## config.mk

```make
export PLATFORM = sky130hd
export DESIGN_NAME = poly_voice_engine
export DESIGN_NICKNAME = d
export VERILOG_FILES = /design/src/rtl/poly_voice_engine.sv
export SDC_FILE = /design/constraint.sdc
export NUM_CORES = 1
export LEC_CHECK = 0
export ABC_AREA = 1
export CORE_ASPECT_RATIO = 1.25
export CORE_MARGIN = 2
export CORE_UTILIZATION = 55
export CTS_CLUSTER_DIAMETER = 30
export DETAILED_ROUTE_END_ITERATION = 12
export PLACE_DENSITY = 0.68
export SETUP_SLACK_MARGIN = 0.5
export SLEW_MARGIN = 20
export SYNTH_ARGS = -nofsm -noshare
export SYNTH_HDL_FRONTEND = slang
export SYNTH_SLANG_ARGS = --single-unit
```

## constraint.sdc

```tcl
create_clock -name clk48m -period 11.4 [get_ports clk48m]
set_input_delay 1.71 -clock clk48m [delete_from_list [all_inputs] [get_ports clk48m]]
set_output_delay 1.71 -clock clk48m [all_outputs]
set_load 0.005 [all_outputs]
```

## src/rtl/poly_voice_engine.sv

```systemverilog
// rtl/poly_voice_engine.sv - time-multiplexed polyphonic oscillator and mixer, one sample per tick
module poly_voice_engine #(
    parameter int VOICES     = 4,
    parameter int PHASE_W    = 24,
    parameter int SAMPLE_DIV = 1000,
    localparam int AW        = (VOICES > 1) ? $clog2(VOICES) : 1,
    localparam int ACC_W     = 16 + $clog2(VOICES) + 1,
    localparam int CNT_W     = $clog2(SAMPLE_DIV)
) (
    input  logic               clk48m,
    input  logic               rst_n,
    input  logic               voice_we,
    input  logic [AW-1:0]      voice_addr,
    input  logic [PHASE_W-1:0] voice_inc,
    input  logic [1:0]         voice_wave,
    input  logic [7:0]         voice_gain,
    input  logic               voice_phase_rst,
    output logic [15:0]        sample,
    output logic               sample_valid,
    output logic               busy
);

    typedef enum logic [1:0] {IDLE, RUN, DONE} state_t;

    localparam logic signed [ACC_W-1:0] SAT_HI = ACC_W'(32767);
    localparam logic signed [ACC_W-1:0] SAT_LO = ACC_W'(-32768);

    state_t                   state;
    logic [CNT_W-1:0]         tick_cnt;
    logic                     tick;
    logic [AW-1:0]            idx;
    logic signed [ACC_W-1:0]  acc;

    logic [PHASE_W-1:0]       phase [VOICES];
    logic [PHASE_W-1:0]       inc   [VOICES];
    logic [1:0]               wave  [VOICES];
    logic [7:0]               gain  [VOICES];

    logic                     addr_ok;
    logic                     last_voice;
    logic [PHASE_W-1:0]       next_phase;
    logic [15:0]              p;
    logic [14:0]              tri_half;
    logic signed [15:0]       w;
    logic signed [8:0]        g9;
    logic signed [24:0]       prod;
    logic signed [16:0]       term;
    logic signed [ACC_W-1:0]  acc_next;
    logic [15:0]              sat_val;

    assign tick       = (tick_cnt == CNT_W'(SAMPLE_DIV - 1));
    assign addr_ok    = voice_we && (32'(voice_addr) < 32'(VOICES));
    assign last_voice = (32'(idx) == 32'(VOICES - 1));

    // Datapath for the voice selected by idx; uses pre-write config so a same-cycle write does not affect it
    assign next_phase = phase[idx] + inc[idx];
    assign p          = next_phase[PHASE_W-1 -: 16];
    assign tri_half   = p[15] ? ~p[14:0] : p[14:0];
    assign g9         = $signed({1'b0, gain[idx]});
    assign prod       = w * g9;
    assign term       = prod[24:8];
    assign acc_next   = acc + ACC_W'(term);

    // Waveform shaping from the top 16 phase bits; the -32768 offset is a flip of the MSB
    always_comb begin
        w = '0;
        case (wave[idx])
            2'b01:   w = p[15] ? 16'sh8001 : 16'sh7fff;
            2'b10:   w = $signed({~p[15], p[14:0]});
            2'b11:   w = $signed({~tri_half[14], tri_half[13:0], 1'b0});
            default: w = '0;
        endcase
    end

    // Clamp the wide accumulator into the signed 16-bit output range
    always_comb begin
        sat_val = acc[15:0];
        if (acc > SAT_HI)
            sat_val = 16'h7fff;
        else if (acc < SAT_LO)
            sat_val = 16'h8000;
    end

    // Free-running sample-period counter; tick marks its last count
    always_ff @(posedge clk48m or negedge rst_n) begin
        if (!rst_n)
            tick_cnt <= '0;
        else if (tick)
            tick_cnt <= '0;
        else
            tick_cnt <= tick_cnt + CNT_W'(1);
    end

    // Sequencer: walk all voices once per tick, then publish the saturated mix
    always_ff @(posedge clk48m or negedge rst_n) begin
        if (!rst_n) begin
            state        <= IDLE;
            idx          <= '0;
            acc          <= '0;
            sample       <= '0;
            sample_valid <= 1'b0;
            busy         <= 1'b0;
        end else begin
            sample_valid <= 1'b0;
            case (state)
                IDLE: begin
                    if (tick) begin
                        state <= RUN;
                        idx   <= '0;
                        acc   <= '0;
                        busy  <= 1'b1;
                    end
                end
                RUN: begin
                    acc <= acc_next;
                    if (last_voice)
                        state <= DONE;
                    else
                        idx <= idx + AW'(1);
                end
                DONE: begin
                    sample       <= sat_val;
                    sample_valid <= 1'b1;
                    busy         <= 1'b0;
                    state        <= IDLE;
                end
                default: state <= IDLE;
            endcase
        end
    end

    // Voice state: phase advances on its RUN visit; config writes land immediately, phase reset wins
    always_ff @(posedge clk48m or negedge rst_n) begin
        if (!rst_n) begin
            for (int v = 0; v < VOICES; v++) begin
                phase[v] <= '0;
                inc[v]   <= '0;
                wave[v]  <= '0;
                gain[v]  <= '0;
            end
        end else begin
            if (state == RUN)
                phase[idx] <= next_phase;
            if (addr_ok) begin
                inc[voice_addr]  <= voice_inc;
                wave[voice_addr] <= voice_wave;
                gain[voice_addr] <= voice_gain;
                if (voice_phase_rst)
                    phase[voice_addr] <= '0;
            end
        end
    end

endmodule
```

==> report_table.html <==
<table>
<tr><th>Metric</th><th>Value</th></tr>
<tr><th colspan="2">Die</th></tr>
<tr><td>Starting density of the core</td><td>0.558</td></tr>
<tr><td>Standard-cell rows</td><td>77</td></tr>
<tr><td>Core Box Area</td><td>35500 sq um</td></tr>
<tr><td>Die Area</td><td>between 30000 and 40000 sq um</td></tr>
<tr><td>Top-level I/O count</td><td>58</td></tr>
<tr><td>Overall die width</td><td>between 150 and 200 um</td></tr>
<tr><td>Chip height</td><td>216 um</td></tr>
<tr><th colspan="2">Logic synthesis</th></tr>
<tr><td>Cell count after synthesis</td><td>2523</td></tr>
<tr><td>Post-synth EDFFs</td><td>0</td></tr>
<tr><td>Netlist area before placement</td><td>19800 sq um</td></tr>
<tr><td>Yosys warning total</td><td>0</td></tr>
<tr><td>Post-synthesis register bit count</td><td>283</td></tr>
<tr><td>Synthesized area per cell</td><td>7.84 sq um</td></tr>
<tr><td>Synth Area in Compound Gates</td><td>0.184</td></tr>
<tr><td>Number of library cell types mapped by synthesis</td><td>61</td></tr>
<tr><td>Fraction of the yosys area taken by sequential cells</td><td>0.358</td></tr>
<tr><td>Share of synthesized area spent on multiplexers</td><td>0.000569</td></tr>
<tr><td>Synth Net Count</td><td>between 2000 and 3000</td></tr>
<tr><td>Simple-gate area share of the yosys netlist</td><td>0.176</td></tr>
<tr><td>Leading register cell type out of synthesis</td><td>sky130_fd_sc_hd__dfrtp_1</td></tr>
<tr><td>Post-Synth Adder-Cell Area</td><td>0.164</td></tr>
<tr><td>Parity-gate share of the synthesized area counting xor and xnor cells</td><td>0.0163</td></tr>
<tr><td>Async S/R FF share, synth</td><td>1.00</td></tr>
<tr><td>Dominant combinational cell family by area after synthesis</td><td>compound AO/OA/AOI/OAI gates</td></tr>
<tr><th colspan="2">Clock tree</th></tr>
<tr><td>Clock buffer depth</td><td>3</td></tr>
<tr><td>TritonCTS buffer count</td><td>58</td></tr>
<tr><td>Number of buffers inserted to repair setup after CTS</td><td>0</td></tr>
<tr><td># H-tree levels</td><td>2</td></tr>
<tr><td>CTS clk-pin slew, worst paths</td><td>50 ps</td></tr>
<tr><td>Clock root buffer</td><td>sky130_fd_sc_hd__clkbuf_16</td></tr>
<tr><td>TritonCTS clock tree</td><td>done</td></tr>
<tr><td>Clk sink count</td><td>approximately 280</td></tr>
<tr><td>Clock insertion delay at the later pin of the skew report</td><td>610 ps</td></tr>
<tr><th colspan="2">Worst setup path</th></tr>
<tr><td>Type of element launching the critical path</td><td>register</td></tr>
<tr><td>Data arrival time of the critical path</td><td>roughly 11000 ps</td></tr>
<tr><td>Count of buffering cells on the critical path with inverters included</td><td>8</td></tr>
<tr><td>Path type of the worst setup path</td><td>reg2reg</td></tr>
<tr><td>Standard cell with the maximum stage delay on the critical path</td><td>sky130_fd_sc_hd__dfrtp_4</td></tr>
<tr><td>Cell occurring most often along the worst timing path</td><td>sky130_fd_sc_hd__nand2_1</td></tr>
<tr><td>Worst-path maximum fanout</td><td>48</td></tr>
<tr><td>Kind of cell adding the most delay to the critical path</td><td>adder cells</td></tr>
<tr><td>Max stage delay on crit path</td><td>between 600 and 700 ps</td></tr>
<tr><td>Internal reg-to-reg setup slack</td><td>1160 ps</td></tr>
<tr><td>Endpoint kind of the worst setup timing path</td><td>register</td></tr>
<tr><td>Endpoint required time on the critical path</td><td>about 12000 ps</td></tr>
<tr><th colspan="2">Global routing</th></tr>
<tr><td>GRT Util Overall</td><td>0.285</td></tr>
<tr><td>Via count of the first global-routing pass</td><td>around 18000</td></tr>
<tr><td>Largest net degree at the start of global routing</td><td>96</td></tr>
<tr><td>Number of antenna violations at the first check in global routing</td><td>0</td></tr>
<tr><td>Global-route wire length before repair</td><td>87.2 mm</td></tr>
<tr><td>GRT overflow</td><td>0</td></tr>
<tr><th colspan="2">Detailed routing</th></tr>
<tr><td>Starting DRC count in detailed routing</td><td>~1200</td></tr>
<tr><td>Per-cell via count in the routed design</td><td>roughly 5.6</td></tr>
<tr><td>Top sig layer</td><td>met4</td></tr>
<tr><td>Metal1 wirelength</td><td>20.8 mm</td></tr>
<tr><td>Number of iterations in the first detailed-routing pass</td><td>5</td></tr>
<tr><td>Routed WL per cell</td><td>between 15 and 20 um</td></tr>
<tr><td>DRC viols</td><td>0</td></tr>
<tr><td>Count of antenna-violating nets left after detailed routing</td><td>0</td></tr>
<tr><td>DRT Wirelength</td><td>between 50 and 60 mm</td></tr>
<tr><td>Met2 layer wire length in the routed design</td><td>26.8 mm</td></tr>
<tr><td>Amount of wire on met3 after detailed routing</td><td>~2.5 mm</td></tr>
<tr><td>Vias</td><td>roughly 17000</td></tr>
<tr><th colspan="2">STA</th></tr>
<tr><td>Slew headroom</td><td>0.301</td></tr>
<tr><td>Endpoints failing setup</td><td>0</td></tr>
<tr><td>Setup TNS Final</td><td>0 ps</td></tr>
<tr><td>Final critical-path share of the clock period</td><td>0.898</td></tr>
<tr><td>Final count of hold timing violations</td><td>0</td></tr>
<tr><td>Min Clock Period, post-route</td><td>between 10000 and 15000 ps</td></tr>
<tr><td>Slew Limit Fails</td><td>0</td></tr>
<tr><td>F_max</td><td>approximately 100 MHz</td></tr>
<tr><td>Transition time of the tightest slew-check pin</td><td>around 1000 ps</td></tr>
<tr><td>Max Clock Skew</td><td>between 40 and 50 ps</td></tr>
<tr><td>Setup repair after global routing missed its margin</td><td>false</td></tr>
<tr><th colspan="2">Finish</th></tr>
<tr><td>Fraction of final layout cells sized beyond drive strength 1</td><td>0.0767</td></tr>
<tr><td>Number of antenna diodes</td><td>0</td></tr>
<tr><td>Area growth from synthesis to layout</td><td>15.9%</td></tr>
<tr><td>Final #Nets</td><td>about 2800</td></tr>
<tr><th colspan="2">Place</th></tr>
<tr><td>Final HPWL from detailed placement</td><td>about 36 mm</td></tr>
<tr><td>Quantity of I/O buffers inserted on ports</td><td>between 50 and 60</td></tr>
<tr><td>Weighted congestion reported at the end of routability-driven placement</td><td>0.905</td></tr>
<tr><th colspan="2">Power and ir drop</th></tr>
<tr><td>Areal power density over the cells</td><td>230 nW/um^2</td></tr>
<tr><td>Leakage Power</td><td>about 12 nW</td></tr>
<tr><td>Maximum ir drop on the vdd rail</td><td>0.140 mV</td></tr>
<tr><td>Power, Total</td><td>between 0.005 and 0.006 W</td></tr>
<tr><th colspan="2">Min path</th></tr>
<tr><td>Class of the worst hold path</td><td>reg2reg</td></tr>
<tr><th colspan="2">Job</th></tr>
<tr><td>Max Cap Viol</td><td>0</td></tr>
<tr><th colspan="2">Status</th></tr>
<tr><td>Outcome</td><td>complete, no violations</td></tr>
</table>
[Yosys cell counts (all sizes together), types with 2 or more instances]
cell    count  area, sq um
a211oi      3         27.5
a21o        3         22.5
a21oi     105          529
a22o        2         17.5
a31oi       5         37.5
a32oi       9          116
and2        2         12.5
buf        10         62.6
clkbuf     97          364
dfrtp     283         7080
fa        103         2060
ha         94         1180
inv       416         1570
nand2     491         1880
nand3      54          293
nand4      13         87.6
nor2      236          917
nor3       13         65.1
nor3b       2         15.0
nor4        3         18.8
o211ai     47          358
o21a        2         15.0
o21ai     369         1850
o21bai     40          300
o22ai      45          282
o31ai       2         15.0
or2        29          184
xnor2      10         87.6
xor2       26          235
[kinds of logic after synthesis]
group	Yosys count
buffers and inverters	524
and+or+nand+nor	844
DFF	283
adders and majority gates	197
xor gates and xnor gates	36
muxes	1
AOI/OAI and AO/OA	638
[path summary, 6_finish.rpt]
kind / startpoint / to / cells after the start
min: gain[7] / gain[7] / 2
max reg2reg: idx[0] / acc[18] / 51
min reg2reg: gain[7] / gain[7] / 2
max in group asynchronous: rst_n / inc[22] / 3
min in group asynchronous: rst_n / sample[5] / 1
max: idx[0] / acc[18] / 51
[placed cells by master (no fill, tap or decap), drive strengths merged, types with 15 or more instances in the layout]
cell,instances
ha,94
clkdlybuf4s50,56
o211ai,47
or2,29
nor2,236
o21bai,40
xor2,26
o21ai,369
nand2,491
clkbuf,75
a21oi,105
nand3,54
inv,418
clkinv,15
o22ai,45
dfrtp,283
buf,25
fa,103
[final cells by class]
cell class | count | area, sq um
Sequential cell | 283 | 7090
Fill cell | 3118 | 12500
Inverter | 417 | 1580
Timing Repair Buffer | 81 | 763
Clock buffer | 75 | 1640
Tap cell | 474 | 593
Multi-Input combinational cell | 1716 | 10700
Clock inverter | 34 | 544
[routing by layer]
metal  vias to the layer above  track usage
met3                       136       0.0407
met1                      8276        0.330
met2                       500        0.524
li1                       8194            -
met4                         0        0.125
met5                         -            0
[what timing repair did]
item / 4_1_cts / 5_1_grt
endpoints found under the setup margin: 0 / 4
hold buffers: 0 / 0
gates resized for setup: 0 / 5
[report_power, final]
part | switching [W] | internal, W
clock | 0.000576 | 0.00128
sequential | 0.0000406 | 0.00108
combinational | 0.00148 | 0.000798
[registers in the layout, summed over array words and instances, names as in the netlist]
signal / cells
phase: 96
wave: 8
busy: 1
state: 2
tick_cnt: 10
idx: 2
sample_valid: 1
acc: 19
inc: 96
sample: 16
gain: 32
[stage by stage]
step                cell area [sq um]  hold slack [ps]  setup slack [ps]  instances  utilization
finish                          22900              474              1160       3080        0.646
global route                    22900              497               562       3080        0.646
CTS                             22900              478              1010       3080        0.646
detailed placement              20700              465              1090       2971        0.584
global placement                20700              460              1350       2971        0.584
floorplan                       19800              445              2610       2523            -
[worst register-to-register path: cells and delay by family (launching register included)]
kind | cells | cell delay [ps]
buffers and inverters | 8 | 990
adders and majority gates | 8 | 3540
DFF | 1 | 640
and+or+nand+nor | 19 | 2070
AOI/OAI and AO/OA | 14 | 2480
xor gates and xnor gates | 2 | 420
Power figures use the tool's default switching activity.
